File: config.mk
export PLATFORM = sky130hd
export DESIGN_NAME = pipe_ctrl_flat
export DESIGN_NICKNAME = d
export VERILOG_FILES = /design/src/rtl/pipe_ctrl_if.sv /design/src/rtl/pipe_ctrl.sv /design/src/flat_wrapper.sv
export SDC_FILE = /design/constraint.sdc
export NUM_CORES = 1
export LEC_CHECK = 0
export CORE_MARGIN = 5
export CORE_UTILIZATION = 40
export DETAILED_ROUTE_END_ITERATION = 16
export GPL_ROUTABILITY_DRIVEN = 0
export GPL_TIMING_DRIVEN = 0
export PLACE_DENSITY_LB_ADDON = 0.1
export SYNTH_ARGS = -nofsm -noshare
export SYNTH_HDL_FRONTEND = slang
export SYNTH_SLANG_ARGS = --single-unit
File: constraint.sdc
create_clock -name clk -period 3.3 [get_ports clk]
set_input_delay 0.33 -clock clk [delete_from_list [all_inputs] [get_ports clk]]
set_output_delay 0.33 -clock clk [all_outputs]
set_load 0.01 [all_outputs]
File: src/rtl/pipe_ctrl_if.sv
// pipe_ctrl_if: MEM-stage commit bus from the datapath into the pipeline control unit.
interface pipe_ctrl_if #(
  parameter int unsigned WORD_W     = 32,
  parameter int unsigned ADDR_W     = 30,
  parameter int unsigned REG_ADDR_W = 5
);
  logic                  mem_en;
  logic                  mem_busy;
  logic [ADDR_W-1:0]     mem_pc;
  logic [1:0]            mem_ctrl_op;
  logic [2:0]            mem_exp_code;
  logic [REG_ADDR_W-1:0] mem_dst_addr;
  logic [WORD_W-1:0]     mem_out;

  modport master (
    output mem_en, mem_busy, mem_pc, mem_ctrl_op, mem_exp_code, mem_dst_addr, mem_out
  );

  modport slave (
    input mem_en, mem_busy, mem_pc, mem_ctrl_op, mem_exp_code, mem_dst_addr, mem_out
  );
endinterface

File: src/rtl/pipe_ctrl.sv
// pipe_ctrl: stall/flush generation, MEM-stage exception/EXRT commit, control registers, irq sync.
// Optional HALT state is built only when PIPE_CTRL_HALT_EN is defined.
module pipe_ctrl #(
  parameter int unsigned       WORD_W         = 32,
  parameter int unsigned       ADDR_W         = 30,
  parameter int unsigned       REG_ADDR_W     = 5,
  parameter int unsigned       IRQ_W          = 8,
  parameter logic [ADDR_W-1:0] EXP_VECTOR_RST = '0
) (
  input  logic                  clk,
  input  logic                  reset,
  input  logic [IRQ_W-1:0]      irq,
  input  logic                  ld_hazard,
  input  logic                  if_busy,
  pipe_ctrl_if.slave            bus,
  input  logic [REG_ADDR_W-1:0] creg_rd_addr,
  output logic [WORD_W-1:0]     creg_rd_data,
  output logic                  exe_mode,
  output logic                  int_detect,
  output logic                  if_stall,
  output logic                  id_stall,
  output logic                  ex_stall,
  output logic                  mem_stall,
  output logic                  if_flush,
  output logic                  id_flush,
  output logic                  ex_flush,
  output logic                  mem_flush,
  output logic [ADDR_W-1:0]     new_pc
);

  localparam logic [1:0] OP_WRCR = 2'd1;
  localparam logic [1:0] OP_EXRT = 2'd2;

  localparam logic [REG_ADDR_W-1:0] CR_STATUS     = REG_ADDR_W'(0);
  localparam logic [REG_ADDR_W-1:0] CR_PRE_STATUS = REG_ADDR_W'(1);
  localparam logic [REG_ADDR_W-1:0] CR_EPC        = REG_ADDR_W'(2);
  localparam logic [REG_ADDR_W-1:0] CR_EXP_VECTOR = REG_ADDR_W'(3);
  localparam logic [REG_ADDR_W-1:0] CR_CAUSE      = REG_ADDR_W'(4);
  localparam logic [REG_ADDR_W-1:0] CR_INT_MASK   = REG_ADDR_W'(5);
  localparam logic [REG_ADDR_W-1:0] CR_INT_PEND   = REG_ADDR_W'(6);

  logic [1:0]        status;
  logic [1:0]        pre_status;
  logic [ADDR_W-1:0] epc;
  logic [ADDR_W-1:0] exp_vector;
  logic [2:0]        cause;
  logic [IRQ_W-1:0]  int_mask;
  logic [IRQ_W-1:0]  irq_meta;
  logic [IRQ_W-1:0]  int_pend;

  logic              run;
  logic              resume;
  logic [ADDR_W-1:0] resume_pc;
  logic              commit;
  logic              no_exp;
  logic              take_exp;
  logic              take_exrt;
  logic              take_wrcr;
  logic              flush_all;
  logic              stall_all;
  logic              unused_mem_out_hi;

  assign unused_mem_out_hi = ^bus.mem_out[WORD_W-1:ADDR_W];

`ifdef PIPE_CTRL_HALT_EN
  localparam logic [1:0] OP_HALT = 2'd3;

  typedef enum logic {ST_RUN, ST_HALT} state_t;
  state_t state;
  logic   take_halt;

  assign run       = (state == ST_RUN);
  assign resume    = reset & (state == ST_HALT) & int_detect;
  assign resume_pc = bus.mem_pc + ADDR_W'(1);
  assign take_halt = commit & no_exp & (bus.mem_ctrl_op == OP_HALT);

  always_ff @(posedge clk or negedge reset) begin
    if (!reset) begin
      state <= ST_RUN;
    end else begin
      case (state)
        ST_RUN:  if (take_halt) state <= ST_HALT;
        ST_HALT: if (int_detect) state <= ST_RUN;
        default: state <= ST_RUN;
      endcase
    end
  end
`else
  assign run       = 1'b1;
  assign resume    = 1'b0;
  assign resume_pc = '0;
`endif

  // Everything is gated by reset so outputs drop the instant reset asserts, even mid-stall.
  always_comb begin
    commit    = reset & bus.mem_en & ~bus.mem_busy & run;
    no_exp    = (bus.mem_exp_code == 3'd0);
    take_exp  = commit & ~no_exp;
    take_exrt = commit & no_exp & (bus.mem_ctrl_op == OP_EXRT);
    take_wrcr = commit & no_exp & (bus.mem_ctrl_op == OP_WRCR);
    flush_all = take_exp | take_exrt | resume;
    stall_all = reset & ~flush_all & (~run | if_busy | bus.mem_busy | ld_hazard);

    if_stall  = stall_all;
    id_stall  = stall_all;
    ex_stall  = stall_all;
    mem_stall = stall_all;
    if_flush  = flush_all;
    id_flush  = flush_all;
    ex_flush  = flush_all | (reset & run & ld_hazard);
    mem_flush = flush_all;

    if (take_exp)       new_pc = exp_vector;
    else if (take_exrt) new_pc = epc;
    else if (resume)    new_pc = resume_pc;
    else                new_pc = '0;
  end

  always_comb begin
    creg_rd_data = '0;
    case (creg_rd_addr)
      CR_STATUS:     creg_rd_data[1:0]        = status;
      CR_PRE_STATUS: creg_rd_data[1:0]        = pre_status;
      CR_EPC:        creg_rd_data[ADDR_W-1:0] = epc;
      CR_EXP_VECTOR: creg_rd_data[ADDR_W-1:0] = exp_vector;
      CR_CAUSE:      creg_rd_data[2:0]        = cause;
      CR_INT_MASK:   creg_rd_data[IRQ_W-1:0]  = int_mask;
      CR_INT_PEND:   creg_rd_data[IRQ_W-1:0]  = int_pend;
      default:       ;
    endcase
  end

  assign exe_mode = status[0];

  always_ff @(posedge clk or negedge reset) begin
    if (!reset) begin
      status     <= '0;
      pre_status <= '0;
      epc        <= '0;
      exp_vector <= EXP_VECTOR_RST;
      cause      <= '0;
      int_mask   <= '1;
      irq_meta   <= '0;
      int_pend   <= '0;
      int_detect <= 1'b0;
    end else begin
      irq_meta   <= irq;
      int_pend   <= irq_meta;
      int_detect <= status[1] & |(int_pend & ~int_mask);
      if (take_exp) begin
        pre_status <= status;
        status     <= '0;
        epc        <= bus.mem_pc;
        cause      <= bus.mem_exp_code;
      end else if (take_exrt) begin
        status <= pre_status;
      end else if (take_wrcr) begin
        case (bus.mem_dst_addr)
          CR_STATUS:     status     <= bus.mem_out[1:0];
          CR_PRE_STATUS: pre_status <= bus.mem_out[1:0];
          CR_EPC:        epc        <= bus.mem_out[ADDR_W-1:0];
          CR_EXP_VECTOR: exp_vector <= bus.mem_out[ADDR_W-1:0];
          CR_CAUSE:      cause      <= bus.mem_out[2:0];
          CR_INT_MASK:   int_mask   <= bus.mem_out[IRQ_W-1:0];
          default:       ;
        endcase
      end else if (resume) begin
        epc <= resume_pc;
      end
    end
  end

endmodule

File: src/flat_wrapper.sv
// flat-port wrapper written by rule: the top's interface ports become plain ports
module pipe_ctrl_flat 
#(
  parameter int unsigned       WORD_W         = 32,
  parameter int unsigned       ADDR_W         = 30,
  parameter int unsigned       REG_ADDR_W     = 5,
  parameter int unsigned       IRQ_W          = 8,
  parameter logic [ADDR_W-1:0] EXP_VECTOR_RST = '0
)
  (clk, reset, irq, ld_hazard, if_busy, creg_rd_addr, creg_rd_data, exe_mode, int_detect, if_stall, id_stall, ex_stall, mem_stall, if_flush, id_flush, ex_flush, mem_flush, new_pc, bus_mem_en, bus_mem_busy, bus_mem_pc, bus_mem_ctrl_op, bus_mem_exp_code, bus_mem_dst_addr, bus_mem_out);
  pipe_ctrl_if #(.WORD_W(WORD_W), .ADDR_W(ADDR_W), .REG_ADDR_W(REG_ADDR_W)) bus_i ();
  input  logic clk;
  input  logic reset;
  input  logic [IRQ_W-1:0] irq;
  input  logic ld_hazard;
  input  logic if_busy;
  input  logic [REG_ADDR_W-1:0] creg_rd_addr;
  output logic [WORD_W-1:0] creg_rd_data;
  output logic exe_mode;
  output logic int_detect;
  output logic if_stall;
  output logic id_stall;
  output logic ex_stall;
  output logic mem_stall;
  output logic if_flush;
  output logic id_flush;
  output logic ex_flush;
  output logic mem_flush;
  output logic [ADDR_W-1:0] new_pc;
  input wire logic [$bits(bus_i.mem_en)-1:0] bus_mem_en;
  input wire logic [$bits(bus_i.mem_busy)-1:0] bus_mem_busy;
  input wire logic [$bits(bus_i.mem_pc)-1:0] bus_mem_pc;
  input wire logic [$bits(bus_i.mem_ctrl_op)-1:0] bus_mem_ctrl_op;
  input wire logic [$bits(bus_i.mem_exp_code)-1:0] bus_mem_exp_code;
  input wire logic [$bits(bus_i.mem_dst_addr)-1:0] bus_mem_dst_addr;
  input wire logic [$bits(bus_i.mem_out)-1:0] bus_mem_out;
  assign bus_i.mem_en = bus_mem_en;
  assign bus_i.mem_busy = bus_mem_busy;
  assign bus_i.mem_pc = bus_mem_pc;
  assign bus_i.mem_ctrl_op = bus_mem_ctrl_op;
  assign bus_i.mem_exp_code = bus_mem_exp_code;
  assign bus_i.mem_dst_addr = bus_mem_dst_addr;
  assign bus_i.mem_out = bus_mem_out;
  pipe_ctrl #(.WORD_W(WORD_W), .ADDR_W(ADDR_W), .REG_ADDR_W(REG_ADDR_W), .IRQ_W(IRQ_W), .EXP_VECTOR_RST(EXP_VECTOR_RST)) u_core (.clk(clk), .reset(reset), .irq(irq), .ld_hazard(ld_hazard), .if_busy(if_busy), .bus(bus_i), .creg_rd_addr(creg_rd_addr), .creg_rd_data(creg_rd_data), .exe_mode(exe_mode), .int_detect(int_detect), .if_stall(if_stall), .id_stall(id_stall), .ex_stall(ex_stall), .mem_stall(mem_stall), .if_flush(if_flush), .id_flush(id_flush), .ex_flush(ex_flush), .mem_flush(mem_flush), .new_pc(new_pc));
endmodule
==> results of run 1 <==
-- state kept, by name (all words and copies together) (netlist names) --
signal,count
u_core.cause,3
u_core.int_mask,8
u_core.epc,30
u_core.int_pend,8
u_core.irq_meta,8
u_core.exp_vector,30
u_core.pre_status,2
u_core.int_detect,1
u_core.status,2
-- routing by layer --
layer	up-vias	part of all wire, %
li1	1779	-
met1	1934	41
met2	116	52
met3	17	5.3
met4	0	1.4
met5	-	0
-- where the power goes --
part | internal, W | total [W] | switching (W)
logic | 0.000262 | 0.000418 | 0.000156
registers | 0.00124 | 0.00132 | 0.0000792
clock network | 0.000591 | 0.00103 | 0.000441
total | 0.00209 | 0.00277 | 0.000677
-- per-stage QoR --
| step | setup TNS, ns | cell area, µm² | power (W) |
|---|---|---|---|
| 2_1_floorplan | 0 | 4920 | 0.00151 |
| 3_3_place_gp | -492.36 | 6670 | 0.00173 |
| 3_5_place_dp | -7.18 | 6700 | 0.00175 |
| 4_1_cts | 0 | 7090 | 0.00280 |
| 5_1_grt | 0 | 7100 | 0.00290 |
| 6_report | 0 | 7100 | 0.00277 |
-- cells in the final DEF (no fill, tap or decap), types with 2 or more instances in the layout --
cell	instances
sky130_fd_sc_hd__a22o_1	55
sky130_fd_sc_hd__buf_16	2
sky130_fd_sc_hd__a22oi_1	10
sky130_fd_sc_hd__mux2_4	30
sky130_fd_sc_hd__nor2b_1	2
sky130_fd_sc_hd__nor4b_2	2
sky130_fd_sc_hd__nand2_1	10
sky130_fd_sc_hd__dfrtp_1	84
sky130_fd_sc_hd__mux2i_1	9
sky130_fd_sc_hd__inv_6	2
sky130_fd_sc_hd__buf_6	3
sky130_fd_sc_hd__nand3b_1	3
sky130_fd_sc_hd__mux2_2	71
sky130_fd_sc_hd__conb_1	2
sky130_fd_sc_hd__nand4_2	2
sky130_fd_sc_hd__buf_2	15
sky130_fd_sc_hd__buf_12	2
sky130_fd_sc_hd__nand2b_1	2
sky130_fd_sc_hd__a21oi_1	7
sky130_fd_sc_hd__clkbuf_16	9
sky130_fd_sc_hd__nor3_1	2
sky130_fd_sc_hd__and3_1	2
sky130_fd_sc_hd__o22ai_1	4
sky130_fd_sc_hd__o21ai_0	2
sky130_fd_sc_hd__clkbuf_1	2
sky130_fd_sc_hd__o211ai_1	2
sky130_fd_sc_hd__nor2_1	7
sky130_fd_sc_hd__dfstp_2	8
sky130_fd_sc_hd__clkdlybuf4s50_1	156
sky130_fd_sc_hd__clkinv_2	2
sky130_fd_sc_hd__a211o_1	2
sky130_fd_sc_hd__buf_4	12
sky130_fd_sc_hd__a221oi_1	2
sky130_fd_sc_hd__inv_1	9
-- cells by family (layout without fill, tap and decap cells) --
family	count (synthesis)	in the layout	synth area share, %
buffers and inverters	39	218	4.58
multiplexers	110	110	27.3
AND/OR/NAND/NOR	45	45	6.32
flip-flops	92	92	47.1
AO/OA/AOI/OAI	89	89	14.7
other	1	2	0.0763
-- final timing paths --
kind | to | cells after the start | from
min in group clk | u_core.int_pend[6] | 0 | u_core.irq_meta[6]
max reg2reg | u_core.int_detect | 2 | u_core.int_mask[6]
max | creg_rd_data[14] | 6 | creg_rd_addr[1]
min reg2reg | u_core.int_pend[6] | 0 | u_core.irq_meta[6]
max in group asynchronous | u_core.exp_vector[6] | 3 | reset
min | u_core.exp_vector[22] | 3 | reset
-- repair_timing --
| action | 4_1_cts | 5_1_grt |
|---|---|---|
| pin swaps | 2 | 0 |
| setup endpoints to repair | 36 | 1 |
| setup buffers | 2 | 0 |
| endpoints found under the hold margin | 39 | 0 |
| hold buffers | 3 | 0 |
| gates resized for setup | 3 | 1 |
-- cell type report --
type	count	area share, %
clock buffers	9	3.17
inverters	9	0.476
plain buffers	30	2.70
repair buffers	163	23.8
well taps	147	2.59
flip-flops and latches	92	32.6
multi-input cells	246	33.7
clock inverters	7	1.04
-- worst max-delay path: cells and delay by family --
kind                   cells  cell delay (ns)
buffers and inverters      3             1.63
AO/OA/AOI/OAI              1             0.25
AND/OR/NAND/NOR            2             0.55
==> impl.org, run 1 <==
** Timing
- Upper clock frequency limit :: 0.323 GHz
- For the pin with the worst max-slew slack, the measured transition is 0.771 ns.
- Hold is met by 0.0122 ns.
- Final Hold Fails :: 0
- Setup violations remaining at the end of the flow were counted as 0.
- Max Clock Skew :: 0.00376 ns
- Worst Slack Setup Final :: 0.204 ns
- The number of pins exceeding their max-slew limit in the final report is 0.
- Setup repair after global routing left no endpoint under its margin.
- Relative slew slack :: 48.5%
- Final period util :: 93.8%
- Subtracting the final worst setup slack from the clock period gives 3.10 ns.

** Final layout
- Sequential cell area :: 2310 µm²
- # diodes :: 0
- Final std cells w/o fill :: 703
- Share of post-route cells with drive strength above 1 :: 30.6%
- Cells fill 59.1% of the core in the end.
- Compared with the post-synthesis result, the final layout area differs by 44.5%.
- Area taken by multi-input logic gates :: 2390 µm²
- Final net count :: 642
- Fill count :: 1,034

** Synth
- Post-Syn Area :: 4910 µm²
- Synthesis produced a netlist whose cell count is 376.
- Cell type with the largest total area after synthesis :: sky130_fd_sc_hd__dfrtp_1
- Among all flip-flop cells after synthesis, the most frequent one is sky130_fd_sc_hd__dfrtp_1.
- By area the synthesized netlist is led by sky130_fd_sc_hd__dfrtp_1, sky130_fd_sc_hd__mux2_2, sky130_fd_sc_hd__a22o_1.
- Syn Area/Cell :: 13.1 µm²
- Seq/Total Area, Yosys :: 47.1%
- The synthesized design devotes to its leading area cell type 42.8% of total area.
- Yosys printed 0 warnings.
- Yosys mapped a number of flops with a built-in enable equal to 0.
- Most instantiated library cell after synthesis :: sky130_fd_sc_hd__dfrtp_1
- Number of register bits inferred by synthesis :: 92
- By count the netlist is led by sky130_fd_sc_hd__dfrtp_1, sky130_fd_sc_hd__mux2_2, sky130_fd_sc_hd__a22o_1, sky130_fd_sc_hd__mux2_4, sky130_fd_sc_hd__buf_2.
- Distinct cell type count after synthesis :: 45
- FFs w/ async S/R, synth :: 100%

** Placed design
- HPWL reported at the end of detailed placement :: 10,600 µm
- Cell count after placement :: 682
- At the placement stage, the worst setup path has a slack of -0.291 ns.
- In this run the tool buffered the top-level ports with 157 buffer cells.

** Global route
- Vias in the first global route :: 4,149
- Met3 usage in global routing :: 4.44%
- GR Util met2 :: 34.4%
- Met1 global-route usage :: 24.7%
- Most heavily used metal layer in global routing :: met2
- GRT overflow :: 0
- The first global-routing pass estimated 22,700 µm of wire.
- Entering global routing, the biggest net connects 46 pins.
- For this run, the total global-route usage over all layers was measured as 19.8%.
- Number of antenna violations at the first check in global routing :: 0

** Die
- Core outline area :: 12,000 µm²
- The initialized floorplan defines 40 standard-cell rows.
- Horizontal extent of the die :: 121 µm
- I/O pin count :: 163
- The floorplan step defined a die boundary enclosing 14,600 µm².
- For this configuration, the core starts out at a cell density of 40.9%.
- The floorplan step set the die height to 121 µm.

** Worst setup path
- Arrival @ worst endpoint :: 2.77 ns
- For this design, the slowest cell found on the critical path is sky130_fd_sc_hd__clkdlybuf4s50_1.
- The worst setup path is of the in2out kind.
- Maximum fanout encountered on the critical timing path :: 10
- Crit-path most repeated cell :: sky130_fd_sc_hd__clkdlybuf4s50_1
- The largest single stage delay on the critical path is 0.59 ns.
- STA classifies the critical path startpoint as an input pin.
- Worst setup EP type :: output port
- The worst register-to-register path has a setup slack of 2.10 ns.
- STA puts the critical path data required time at 2.97 ns.
- Walking the worst path, the cells encountered are clkdlybuf4s50_1 > nand2b_1 > nor4_4 > clkbuf_1 > a22o_1 > clkdlybuf4s50_1.

** Hold path
- Kind of path behind the tightest hold check :: in2async

** Routing
- 1st-pass router iterations :: 4
- Drt initial violations :: 187
- Number of remaining DRC errors :: 0
- Once detail routing completed, the nets flagged for antenna violations numbered 0.
- Final Routed Wirelength :: 14,300 µm
- Number of vias per cell :: 5.47
- Routed wirelength normalized by instance count :: 20.3 µm
- The routed layout has 3,846 vias.

** Clocking
- CTS buffer count :: 9
- The tree is rooted in a sky130_fd_sc_hd__clkbuf_16.
- Clock Sink Count :: 92
- For the worst-skew pair, the clock arrives at the later sink with an insertion delay of 0.34 ns.
- After clock tree synthesis, the clock-pin slew on the worst setup and hold paths is 0.06 ns.
- TritonCTS built the clock tree.
- Count of H-tree levels built during CTS :: 3
- Worst-case clock buffer depth :: 2

** Flow run
- Max-cap violations in this run came to 0.

** Pwr
- For this design the static power due to leakage is 3.16 nW.
- Total power divided by cell area :: 390 nW/µm²
- Maximum ir drop on the vdd rail :: 293 µV

** Status
- Result of the run :: finished clean
No activity file was read; power rests on OpenSTA's default activity.
==> run 2: changes to the inputs <==
- CORE_MARGIN: 5 -> unset
- CTS_CLUSTER_DIAMETER: unset -> 120
- clock period: 3.3 -> 3.7 ns (I/O delays scaled with it)
==> impl.org, run 2 (same netlist as run 1, synthesis figures left out) <==
** Timing
- Total negative slack for setup checks :: 0 ns (unchanged)
- For the finished layout, the period the worst path requires is 3.53 ns.
- Upper clock frequency limit :: 0.284 GHz
- The actual transition at the worst max-transition pin came to 0.790 ns (was 0.771 ns).
- The worst path uses 95.3% of the clock period.
- The number of pins exceeding their max-slew limit in the final report came to 0 (unchanged).
- The post-route clock skew was 0.00342 ns (was 0.00376 ns).
- Final Hold Fails :: 0 (unchanged)
- The worst-case setup margin in the final layout was 0.175 ns (was 0.204 ns).
- Relative slew slack :: 47.2% (was 48.5%)
- Unrepaired setup endpoints after global routing :: false (unchanged)
- The final setup violation count was 0 (unchanged).

** Worst setup path
- Largest incremental delay on the critical path :: 0.56 ns (was 0.59 ns)
- The reg-to-reg setup timing slack came to 2.51 ns (was 2.10 ns).
- The reg-to-reg endpoint was u_core.int_detect (unchanged).
- The worst setup path category is in2out (unchanged).
- The length in cells of the worst reg-to-reg path is 2 (unchanged).
- Category of cells accounting for the largest share of critical-path delay :: buffers and inverters (unchanged)
- The startpoint kind of the worst setup timing path is an input pin (unchanged).
- Worst setup EP type :: output port (unchanged)
- The largest fanout of any net on the critical path was 10 (unchanged).
- Cell-by-cell listing of the critical path: dlygate4sd3_1 > buf_4 > nand3b_1 > nor2_2 > buf_2 > buf_2 > a22o_1 > clkdlybuf4s50_1 (was clkdlybuf4s50_1 > nand2b_1 > nor4_4 > clkbuf_1 > a22o_1 > clkdlybuf4s50_1).
- The cell with the largest stage delay on the worst path was sky130_fd_sc_hd__clkdlybuf4s50_1 (unchanged).
- The beginning of the worst register-to-register path is u_core.int_mask[6] (unchanged).
- Crit-path most repeated cell :: sky130_fd_sc_hd__buf_2 (was sky130_fd_sc_hd__clkdlybuf4s50_1)
- Total buffers and inverters traversed by the critical path :: 5 (was 3)
- The data arrival time at the worst-slack endpoint is 3.16 ns (was 2.77 ns).
- The required time of the worst setup path is 3.33 ns (was 2.97 ns).

** Routing
- Final Routed Wirelength :: 13,700 µm (was 14,300 µm)
- Routed Antenna Nets :: 0 (unchanged)
- The via density per instance came to 5.41 (was 5.47).
- Routed wirelength normalized by instance count :: 19.6 µm (was 20.3 µm)
- 1st-pass router iterations :: 4 (unchanged)
- The first-iteration detailed-routing DRC count was 167 (was 187).
- Number of vias in the routed layout :: 3,784 (was 3,846)
- The DRC violation count after routing is 0 (unchanged).

** Clocking
- The clock latency reported for the late side of the worst-skew pair came to 0.33 ns (was 0.34 ns).
- The number of gates resized after cts was 0 (was 3).
- The number of clock sinks is 92 (unchanged).
- The cell at the root of the clock tree was sky130_fd_sc_hd__clkbuf_16 (unchanged).
- Number of buffers added to fix hold violations after cts :: 2 (was 3)
- Count of H-tree levels built during CTS :: 3 (unchanged)
- The number of clock buffers inserted by TritonCTS was 9 (unchanged).
- Clk pin slew, worst setup/hold paths :: 0.06 ns (about the same)
- The number of buffers on the longest clock path was 2 (unchanged).
- TritonCTS clock tree :: yes (unchanged)
- The number of setup buffers added after CTS is 0 (was 2).

** Global route
- The number of antenna violations at the first check in global routing was 0 (unchanged).
- The via count of the first global-routing pass is 3,991 (was 4,149).
- The maximum number of pins on one net before global-route repair is 63 (was 46).
- Wire length of the first global-routing pass :: 21,700 µm (was 22,700 µm)
- GRT Total Usage :: 22.4% (was 19.8%)
- GRT overflow :: 0 (unchanged)

** Die
- The floorplan die area is 12,700 µm² (was 14,600 µm²).
- The area of the core region came to 12,000 µm² (unchanged).
- Die Height :: 113 µm (was 121 µm)
- The horizontal die dimension was 113 µm (was 121 µm).
- I/O pin count :: 163 (unchanged)
- The number of rows in the core area is 40 (unchanged).
- Initial standard-cell utilization of the core :: 40.9% (unchanged)

** Final layout
- Leading cell types in the layout, fill and taps excluded: sky130_fd_sc_hd__clkdlybuf4s50_1, sky130_fd_sc_hd__dfrtp_1, sky130_fd_sc_hd__mux2_2 (unchanged).
- The layout filler cell count was 1,030 (was 1,034).
- The most common cell after layout, fill and taps aside is sky130_fd_sc_hd__clkdlybuf4s50_1 (unchanged).
- Registers with the most flip-flops: u_core.epc x30, u_core.exp_vector x30 (unchanged).
- Final net count :: 639 (was 642)
- # diodes :: 0 (unchanged)
- Area taken by multi-input logic gates :: 2380 µm² (was 2390 µm²)
- Sequential cell area :: 2310 µm² (unchanged)
- The final standard cell count with taps included and fillers excluded is 700 (was 703).
- Share of post-route cells with drive strength above 1 :: 29.3% (was 30.6%)
- Area grow syn2layout :: 43.7% (was 44.5%)

** Placed design
- The number of buffers inserted by port buffering is 157 (unchanged).
- The placed wire-length estimate was 9880 µm (was 10,600 µm).
- The placement-stage worst setup slack came to 0.335 ns (was -0.291 ns).
- The cell count after placement is 682 (unchanged).

** Hold path
- The worst hold path begins at u_core.irq_meta[7].
- For hold timing, the worst endpoint is u_core.int_pend[7].
- The worst hold path passes through 0 cells.
- Kind of path behind the tightest hold check :: reg2reg (was in2async)

** Status
- Result of the run :: finished clean (unchanged)

** Pwr
- Maximum ir drop on the vdd rail :: 217 µV (was 293 µV)
- The total power is 0.00258 W (was 0.00277 W).
- The static leakage was 3.14 nW (was 3.16 nW).
- Total power divided by cell area :: 365 nW/µm² (was 390 nW/µm²)

** Flow run
- The max-capacitance violation count was 0 (unchanged).
[run 2: how the worst max path moves through the flow]
stage / slack [ns] / cells after the start / end / startpoint
CTS: 0.16 / 8 / new_pc[0] / reset
global placement: -3.61 / 7 / new_pc[0] / reset
detailed placement: 0.34 / 6 / creg_rd_data[17] / creg_rd_addr[1]
finish: 0.17 / 8 / new_pc[0] / reset
floorplan: 1.63 / 7 / id_stall / bus_mem_en
global route: 0.02 / 8 / new_pc[0] / reset
[run 2: area by class of cell]
| class | count | share of cell area (%) |
|---|---|---|
| Multi-Input combinational cell | 246 | 33.7 |
| Sequential cell | 92 | 32.7 |
| Timing Repair Buffer | 160 | 23.0 |
| Clock buffer | 12 | 3.35 |
| Buffer | 30 | 2.71 |
| Tap cell | 147 | 2.60 |
| Clock inverter | 4 | 1.40 |
| Inverter | 9 | 0.478 |
[run 2: metal layers]
metal / vias up / GRT usage, % / share of wire (%)
met5: - / 0 / 0
met1: 1876 / 28.4 / 44
met4: 0 / 7.02 / 1.6
met3: 14 / 4.66 / 5.5
li1: 1768 / - / -
met2: 126 / 38.3 / 49
[run 2: power by group]
| part | switching (W) | leakage (nW) | internal, W |
|---|---|---|---|
| registers | 0.0000701 | 1.15 | 0.00110 |
| logic | 0.000140 | 1.83 | 0.000228 |
| clock network | 0.000374 | 0.161 | 0.000663 |
| total | 0.000584 | 3.14 | 0.00199 |
[run 2: stage by stage]
stage,utilization [%],instance area [µm²],hold slack (ns)
global route,58.8,7060,0.355
global placement,55.6,6670,0.332
finish,58.8,7060,0.348
CTS,58.8,7060,0.350
floorplan,-,4920,0.0744
detailed placement,55.8,6700,0.336
==> run 3: changes to the inputs <==
- PLACE_DENSITY: unset -> 0.68
- PLACE_DENSITY_LB_ADDON: 0.1 -> unset
==> impl.org, run 3 (same netlist as run 1, synthesis figures left out) <==
** Status
- Result of the run: finished clean (unchanged).

** Final layout
- The layout cell share with drive strength beyond 1 was 29.8% (was 29.3%).
- Area grow syn2layout :: 42.3% (was 43.7%)
- The number of diodes added for antenna fixing came to 0 (unchanged).
- The most common cell after layout, fill and taps aside is sky130_fd_sc_hd__clkdlybuf4s50_1 (unchanged).
- Leading cell types in the layout, fill and taps excluded: sky130_fd_sc_hd__clkdlybuf4s50_1, sky130_fd_sc_hd__dfrtp_1, sky130_fd_sc_hd__mux2_2 (unchanged).
- Fill count :: 1,010 (was 1,030)
- Area taken by multi-input logic gates :: 2380 µm² (unchanged)
- Registers with the most flip-flops :: u_core.epc x30, u_core.exp_vector x30 (unchanged)
- Final net count :: 637 (was 639)
- Sequential cell area :: 2310 µm² (unchanged)
- Post-layout util :: 58.2% (was 58.8%)

** Clocking
- Clk pin slew, worst setup/hold paths :: 0.07 ns (was 0.06 ns)
- Post-CTS setup buffer count :: 0 (unchanged)
- TritonCTS clock tree :: yes (unchanged)
- The number of clock sinks came to 92 (unchanged).
- Count of H-tree levels built during CTS :: 3 (unchanged)
- Clock root cell :: sky130_fd_sc_hd__clkbuf_16 (unchanged)
- The hold-fix buffer count after cts is 0 (was 2).
- The number of buffers on the longest clock path was 2 (unchanged).
- The number of gates resized after cts came to 0 (unchanged).
- The clock latency reported for the late side of the worst-skew pair was 0.34 ns (was 0.33 ns).
- CTS buffer count :: 9 (unchanged)

** Worst setup path
- The worst setup path startpoint is reset (unchanged).
- Worst R2R Start :: u_core.int_mask[6] (unchanged)
- Arrival @ worst endpoint :: 2.97 ns (was 3.16 ns)
- Required time of the critical path :: 3.33 ns (about the same)
- The endpoint kind of the worst setup timing path was an output port (unchanged).
- R2r endpoint :: u_core.int_detect (unchanged)
- Worst R2R Setup Slack :: 2.51 ns (about the same)
- The worst setup path category is in2out (unchanged).
- The endpoint of the worst setup timing path is new_pc[26] (was new_pc[0]).
- Setup crit start kind :: input pin (unchanged)
- Maximum fanout encountered on the critical timing path :: 45 (was 10)
- The length in cells of the worst reg-to-reg path is 2 (unchanged).

** Die
- Horizontal extent of the die :: 113 µm (unchanged)
- Number of rows in the core area :: 40 (unchanged)
- Core outline area :: 12,000 µm² (unchanged)
- The starting density of the core came to 40.9% (unchanged).
- Die outline area :: 12,700 µm² (unchanged)
- I/O pin count :: 163 (unchanged)
- The vertical die dimension was 113 µm (unchanged).

** Global route
- The global-route wire length before repair was 21,400 µm (was 21,700 µm).
- The maximum number of pins on one net before global-route repair came to 53 (was 63).
- GRT overflow :: 0 (unchanged)
- GRT Total Usage :: 21.7% (was 22.4%)
- The via count of the first global-routing pass came to 4,025 (was 3,991).
- The number of antenna violations at the first check in global routing is 0 (unchanged).

** Routing
- 1st-pass router iterations :: 6 (was 4)
- Number of remaining DRC errors :: 0 (unchanged)
- The total wire length after detailed routing is 13,500 µm (was 13,700 µm).
- The via density per instance is 5.40 (was 5.41).
- Routed wirelength normalized by instance count :: 19.4 µm (was 19.6 µm)
- Drt initial violations :: 188 (was 167)
- The antenna violation net count after detailed routing was 0 (unchanged).
- The via count was 3,767 (was 3,784).

** Placed design
- The placed wire-length estimate was 9950 µm (was 9880 µm).
- Pre-CTS WS :: 0.293 ns (was 0.335 ns)
- The number of buffers inserted by port buffering came to 157 (unchanged).

** Hold path
- Kind of path behind the tightest hold check :: in2async (was reg2reg)

** Timing
- Min Clock Period, post-route :: 3.34 ns (was 3.53 ns)
- Final count of pins violating max slew :: 0 (unchanged)
- The post-route clock skew is 0.00872 ns (was 0.00342 ns).
- Worst Slack Setup Final :: 0.358 ns (was 0.175 ns)
- Relative slew slack :: 49.9% (was 47.2%)
- Final setup violation count :: 0 (unchanged)
- Final period util :: 90.3% (was 95.3%)
- Unrepaired setup endpoints after global routing: false (unchanged).
- The hold violation count in the final report was 0 (unchanged).
- The actual transition at the worst max-transition pin came to 0.750 ns (was 0.790 ns).
- The peak clock frequency supported by timing is 0.299 GHz (was 0.284 GHz).

** Pwr
- The worst-case vdd ir drop was 176 µV (was 217 µV).
- The static leakage is 3.11 nW (was 3.14 nW).
- The total power was 0.00243 W (was 0.00258 W).
- Total power divided by cell area :: 347 nW/µm² (was 365 nW/µm²)

** Flow run
- Number of max-capacitance violations reported :: 0 (unchanged)
run 3: cell type report:
cell class | count | share of cell area, %
clock buffer | 9 | 3.22
timing repair buffer | 158 | 22.8
multi-input combinational | 246 | 34.0
buffer | 30 | 2.74
clock inverter | 7 | 0.967
tap | 147 | 2.63
sequential | 92 | 33.1
inverter | 9 | 0.483
run 3: worst min-delay path by stage:
stage,startpoint,end
finish,reset,u_core.exp_vector[19]
detailed placement,u_core.irq_meta[5],u_core.int_pend[5]
global placement,u_core.irq_meta[5],u_core.int_pend[5]
floorplan,reset,u_core.cause[0]
global route,reset,u_core.exp_vector[19]
CTS,reset,u_core.exp_vector[19]
run 3: routing by layer:
metal	routed length, µm	track usage [%]	vias to the layer above
li1	-	-	1762
met1	6260	29.1	1882
met2	6550	36.7	113
met3	623	3.80	10
met4	96	5.07	0
met5	0	0	-
run 3: worst max-delay path: stages:
cell                              delay (ns)
sky130_fd_sc_hd__buf_4                  0.46
sky130_fd_sc_hd__nand3b_1               0.33
sky130_fd_sc_hd__nor2_2                 0.38
sky130_fd_sc_hd__buf_2                  0.35
sky130_fd_sc_hd__buf_2                  0.31
sky130_fd_sc_hd__a22o_1                 0.20
sky130_fd_sc_hd__clkdlybuf4s50_1        0.55
run 3: through the flow:
stage	TNS, ns	cell area, µm²	std cells	hold slack (ns)
2_1_floorplan	0	4920	377	0.0744
3_3_place_gp	-400.88	6670	681	0.334
3_5_place_dp	0	6700	682	0.335
4_1_cts	0	6990	698	0.0455
5_1_grt	0	6990	698	0.0708
6_report	0	6990	698	0.0303
run 3: where the power goes:
| part | switching [W] | internal, W | total (W) |
|---|---|---|---|
| Clock | 0.000419 | 0.000472 | 0.000891 |
| Combinational | 0.000138 | 0.000225 | 0.000363 |
| Sequential | 0.0000695 | 0.00110 | 0.00117 |
| Total | 0.000626 | 0.00180 | 0.00243 |
